--- src/rtl/cpu_ifetch.sv ---
// Instruction-fetch bus master: latches the PC, runs one Avalon-MM read and captures the word.
// Latency: fetch_req -> avm_read 1 cycle; zero-wait slave -> instr_valid 2 cycles (+1 per wait cycle).
// Backpressure: holds the read while avm_waitrequest=1; aborts to a sticky ERR state on timeout.
//
// Ports:
//   clk, reset (async active-low)
//   fetch_req / pc_i                      - fetch request from control, PC from cpu_pc
//   avm_address/read/byteenable           - Avalon-MM read master outputs
//   avm_waitrequest/readdata              - Avalon-MM slave responses
//   instr_o / instr_valid / pc_wen_o      - instruction register, update pulse, PC advance pulse
//   busy / bus_err                        - not idle / sticky timeout or misalignment error
// Optional feature macro: IFETCH_ALIGN_CHECK_EN
//   When defined, a request with pc_i[1:0]!=0 goes straight to ERR without a bus read.
//   When undefined, the low two address bits are forced to zero and the fetch proceeds.
module cpu_ifetch #(
   parameter logic [31:0] RESET_INSTR = 32'h0000_0000,
   parameter int unsigned TIMEOUT_CYC = 255,
   parameter int unsigned CNT_W       = 8
) (
   input  logic        clk,
   input  logic        reset,
   input  logic        fetch_req,
   input  logic [31:0] pc_i,
   output logic [31:0] avm_address,
   output logic        avm_read,
   output logic [3:0]  avm_byteenable,
   input  logic        avm_waitrequest,
   input  logic [31:0] avm_readdata,
   output logic [31:0] instr_o,
   output logic        instr_valid,
   output logic        pc_wen_o,
   output logic        busy,
   output logic        bus_err
);

   typedef enum logic [1:0] {
      S_IDLE = 2'd0,
      S_REQ  = 2'd1,
      S_DONE = 2'd2,
      S_ERR  = 2'd3
   } state_t;

   localparam logic [CNT_W-1:0] TO_LIM = CNT_W'(TIMEOUT_CYC);
   localparam bit               TO_EN  = (TIMEOUT_CYC != 0);

   state_t             state_q, state_d;
   logic [31:0]        addr_q;
   logic [31:0]        instr_q;
   logic [CNT_W-1:0]   cnt_q;

   wire accept = (state_q == S_IDLE) && fetch_req;

   // State register
   always_ff @(posedge clk or negedge reset) begin
      if (!reset) begin
         state_q <= S_IDLE;
      end else begin
         state_q <= state_d;
      end
   end

   // Next-state logic
   always_comb begin
      state_d = state_q;
      case (state_q)
         S_IDLE: begin
            if (fetch_req) begin
`ifdef IFETCH_ALIGN_CHECK_EN
               if (pc_i[1:0] != 2'b00) state_d = S_ERR;
               else                    state_d = S_REQ;
`else
               state_d = S_REQ;
`endif
            end
         end
         S_REQ: begin
            if (!avm_waitrequest)                  state_d = S_DONE;
            else if (TO_EN && (cnt_q == TO_LIM))   state_d = S_ERR;
         end
         S_DONE:  state_d = S_IDLE;
         S_ERR:   state_d = S_ERR;   // only reset leaves ERR
         default: state_d = S_IDLE;
      endcase
   end

   // Output logic: everything decodes from registered state, so bus outputs only move on posedge.
   always_comb begin
      avm_read       = 1'b0;
      avm_byteenable = 4'b0000;
      instr_valid    = 1'b0;
      pc_wen_o       = 1'b0;
      busy           = 1'b1;
      bus_err        = 1'b0;
      case (state_q)
         S_IDLE: busy = 1'b0;
         S_REQ: begin
            avm_read       = 1'b1;
            avm_byteenable = 4'b1111;
         end
         S_DONE: begin
            instr_valid = 1'b1;
            pc_wen_o    = 1'b1;
         end
         S_ERR:   bus_err = 1'b1;
         default: busy = 1'b0;
      endcase
   end

   // Datapath: address latch, instruction register, saturating wait counter
   always_ff @(posedge clk or negedge reset) begin
      if (!reset) begin
         addr_q  <= 32'h0;
         instr_q <= RESET_INSTR;
         cnt_q   <= '0;
      end else begin
         if (accept) begin
            // Word-aligned address; pc_i is not looked at again until the next request.
            addr_q <= pc_i & 32'hFFFF_FFFC;
            cnt_q  <= '0;
         end
         if (state_q == S_REQ) begin
            if (!avm_waitrequest) begin
               instr_q <= avm_readdata;
            end else if (cnt_q != {CNT_W{1'b1}}) begin
               cnt_q <= cnt_q + CNT_W'(1);
            end
         end
         if (state_q == S_DONE) begin
            cnt_q <= '0;
         end
      end
   end

   assign avm_address = addr_q;
   assign instr_o     = instr_q;

endmodule

--- config.mk ---
export PLATFORM = sky130hd
export DESIGN_NAME = cpu_ifetch
export DESIGN_NICKNAME = d
export VERILOG_FILES = /design/src/rtl/cpu_ifetch.sv
export SDC_FILE = /design/constraint.sdc
export NUM_CORES = 1
export LEC_CHECK = 0
export ABC_AREA = 0
export CAP_MARGIN = 5
export CELL_PAD_IN_SITES_DETAIL_PLACEMENT = 0
export CELL_PAD_IN_SITES_GLOBAL_PLACEMENT = 1
export CORE_MARGIN = 2
export CORE_UTILIZATION = 30
export CTS_CLUSTER_SIZE = 40
export DETAILED_ROUTE_END_ITERATION = 12
export PLACE_DENSITY = 0.75
export SLEW_MARGIN = 20
export SYNTH_ARGS = -nofsm -noshare
export SYNTH_HDL_FRONTEND = slang
export SYNTH_SLANG_ARGS = --single-unit
--- constraint.sdc ---
create_clock -name clk -period 2.2 [get_ports clk]
set_clock_uncertainty 0.2 [all_clocks]
set_input_delay 0.22 -clock clk [delete_from_list [all_inputs] [get_ports clk]]
set_output_delay 0.22 -clock clk [all_outputs]
set_load 0.02 [all_outputs]
==> metrics <==
grt total ovfl 0; Distinct cells, synth 36; post-synthesis sequential area ratio 0.607; die height 103 um; critical path peak fanout 7; Leak Pwr 2.13 nW; post-route cell area 0.00469 sq mm; Worst EP required 1.78 ns; WL final 7190 um; FF-to-FF setup slack 0.34 ns; max-slew violation count 0; Seq cells post-synth 72; Clock Path Buffers 2; Crit path arrival time 1.65 ns; number of flops mapped to enable cells by yosys 0; Post-route DRC 0; ANT nets after route 0; Clock Latency Late Sink 0.33 ns; wire per inst 13.3 um; Post-synth top flop dfrtp_1; min-delay worst type in2async; Final Hold Viols 0; vias in the first global route 2223; clock net sink count 72; Area Growth Syn to Fin 58.0%; pin count of the biggest net entering global routing 40; core area 0.00968 sq mm; power share of the clock group 0.187; Clock transition at path regs roughly 0.08 ns; Cell Pwr Density 1450 mW/mm^2; die span in x 103 um; Seq pwr share 0.329; Initial Util 0.306; met3 wire len 709 um; Ports 141; Die ar. 0.0107 sq mm; share of cells above drive strength 1 0.0713; DP Wirelength 5120 um; final net count 471; Setup Viol. Count Final 0; Avg Synthesized Cell Area 11.2 sq um; top routing layer used met4; TritonCTS clock tree done; n_diodes 0; switch share 0.366; Tot GR Track Use 0.132; Sum Neg Setup Slack 0 ns; DR vias/cell approximately 4.3; detailed-route via count 2344; first-pass GRT wire length 10900 um; Net Switching 0.00249 W; async set-or-reset flop fraction in the synthesized netlist 1.00; YS warnings 0; Syn Std Cell Area 0.00297 sq mm; Metal-1 WL about 3100 um; Mapped Cells 266; met2 wire length ~3300 um; initial antenna violation count 0; H-tree depth 3; GPL Wtd Cong between 0.7 and 0.8; standard-cell rows 36; WS Path Type reg2out; first drt pass iteration count 4; crit end category output pin; crit share post-route 0.942; Combinational Power Share 0.484; crit start category flop; root buf cell clkbuf_8; status finished clean; RSZ-0062 raised after global routing false; port buffer count 136; f_max 482 MHz; max-cap violations 0; cts bufs inserted 9; Final min period ~2.1 ns; Int Power 0.00431 W; filler instances 929; Peak supply drop 545 uV; Placed Area 0.00443 sq mm; 1st-iter DRT viols between 70 and 80; post-CTS setup buffer count 0
==> cells by family (layout without fill, tap and decap cells) <==
family,count (synthesis),after routing,share of synthesized area
compound gates,16,16,0.0367
mux,33,33,0.125
simple gates,122,122,0.177
other cells,1,2,0.00126
fa+ha+maj,1,1,0.00422
xor+xnor,1,1,0.00295
flops,72,72,0.607
buf+inv,20,160,0.0455
==> power groups by stage <==
| stage | sequential [W] | clock (W) | combinational, W |
|---|---|---|---|
| 2_1_floorplan | 0.00295 | 0 | 0.00104 |
| 3_3_place_gp | 0.00223 | 0 | 0.00332 |
| 3_5_place_dp | 0.00226 | 0 | 0.00336 |
| 4_1_cts | 0.00225 | 0.00133 | 0.00335 |
| 5_1_grt | 0.00231 | 0.00139 | 0.00356 |
| 6_report | 0.00224 | 0.00127 | 0.00329 |
==> cell usage in the layout (no fill, tap or decap), types with 3 or more instances in the layout <==
cell type	n
nor3_1	3
clkbuf_8	10
buf_4	4
nor2_1	3
nand2_1	101
nand3_1	3
dlygate4sd2_1	3
bufinv_16	3
mux2_1	30
o21ai_0	6
clkdlybuf4s50_1	130
dfrtp_1	71
==> through the flow <==
step	instances	util	hold slack [ns]	total power [W]	worst slack, ns
after CTS	540	0.483	0.169	0.00693	0.00324
after detailed placement	523	0.457	0.00417	0.00562	0.323
after global routing	540	0.484	0.198	0.00726	0.00113
after floorplan	267	-	-0.276	0.00398	0.456
after global placement	523	0.457	0.00865	0.00555	0.341
final	540	0.484	0.166	0.00680	0.127
==> state kept, by name, indices dropped and copies added, names as in the netlist <==
name / cells
cnt_q: 8
instr_o: 32
avm_address: 30
state_q: 2
==> worst max-delay path: stages, from the launching register on <==
cell             delay (ns)
dfrtp_2                0.44
nor2b_4                0.25
clkdlybuf4s50_1        0.64
==> per-layer routing <==
| metal | GRT usage | up-vias |
|---|---|---|
| met3 | 0.0491 | 8 |
| met2 | 0.204 | 91 |
| met5 | 0 | - |
| met4 | 0.0486 | 0 |
| li1 | - | 1130 |
| met1 | 0.170 | 1115 |
==> worst paths after layout <==
kind,startpoint,endpoint,cells past startpoint
worst max-delay path,state_q[0],avm_read,2
worst min-delay path,reset,cnt_q[1],2
worst max register to register,cnt_q[0],cnt_q[2],5
worst min register to register,avm_address[6],avm_address[6],2
max in group asynchronous,reset,avm_address[7],3
min in group clk,pc_i[27],avm_address[27],3
==> timing repair <==
action | 4_1_cts | 5_1_grt
hold buffers | 1 | 0
gates cloned | 0 | 0
hold endpoints to repair | 33 | 0
gates resized for setup | 3 | 3
setup endpoints to repair | 3 | 4
==> cell usage after synthesis (2+ instances only) <==
library cell,instances,area share
buf_2,3,0.0051
buf_4,7,0.018
nor2_1,3,0.0038
clkbuf_1,4,0.0051
mux2_1,30,0.11
mux2_2,2,0.0076
a21oi_1,2,0.0034
and3_1,2,0.0042
nand2_1,101,0.13
dfrtp_1,72,0.61
and2_1,2,0.0042
nor3_1,3,0.0051
nand3_1,3,0.0051
buf_6,4,0.015
o21ai_0,6,0.010
inv_1,2,0.0025
==> layout make-up <==
type                       count  area (sq um)  share of cell area
sequential                    72          1800               0.385
timing repair buffer         142          1430               0.306
multi-input combinational    175          1030               0.220
tap                          133           166              0.0355
clock buffer                  11           141              0.0302
clock inverter                 5           104              0.0222
inverter                       2          7.51             0.00160
Note: power is estimated with default switching activity, not from simulation.
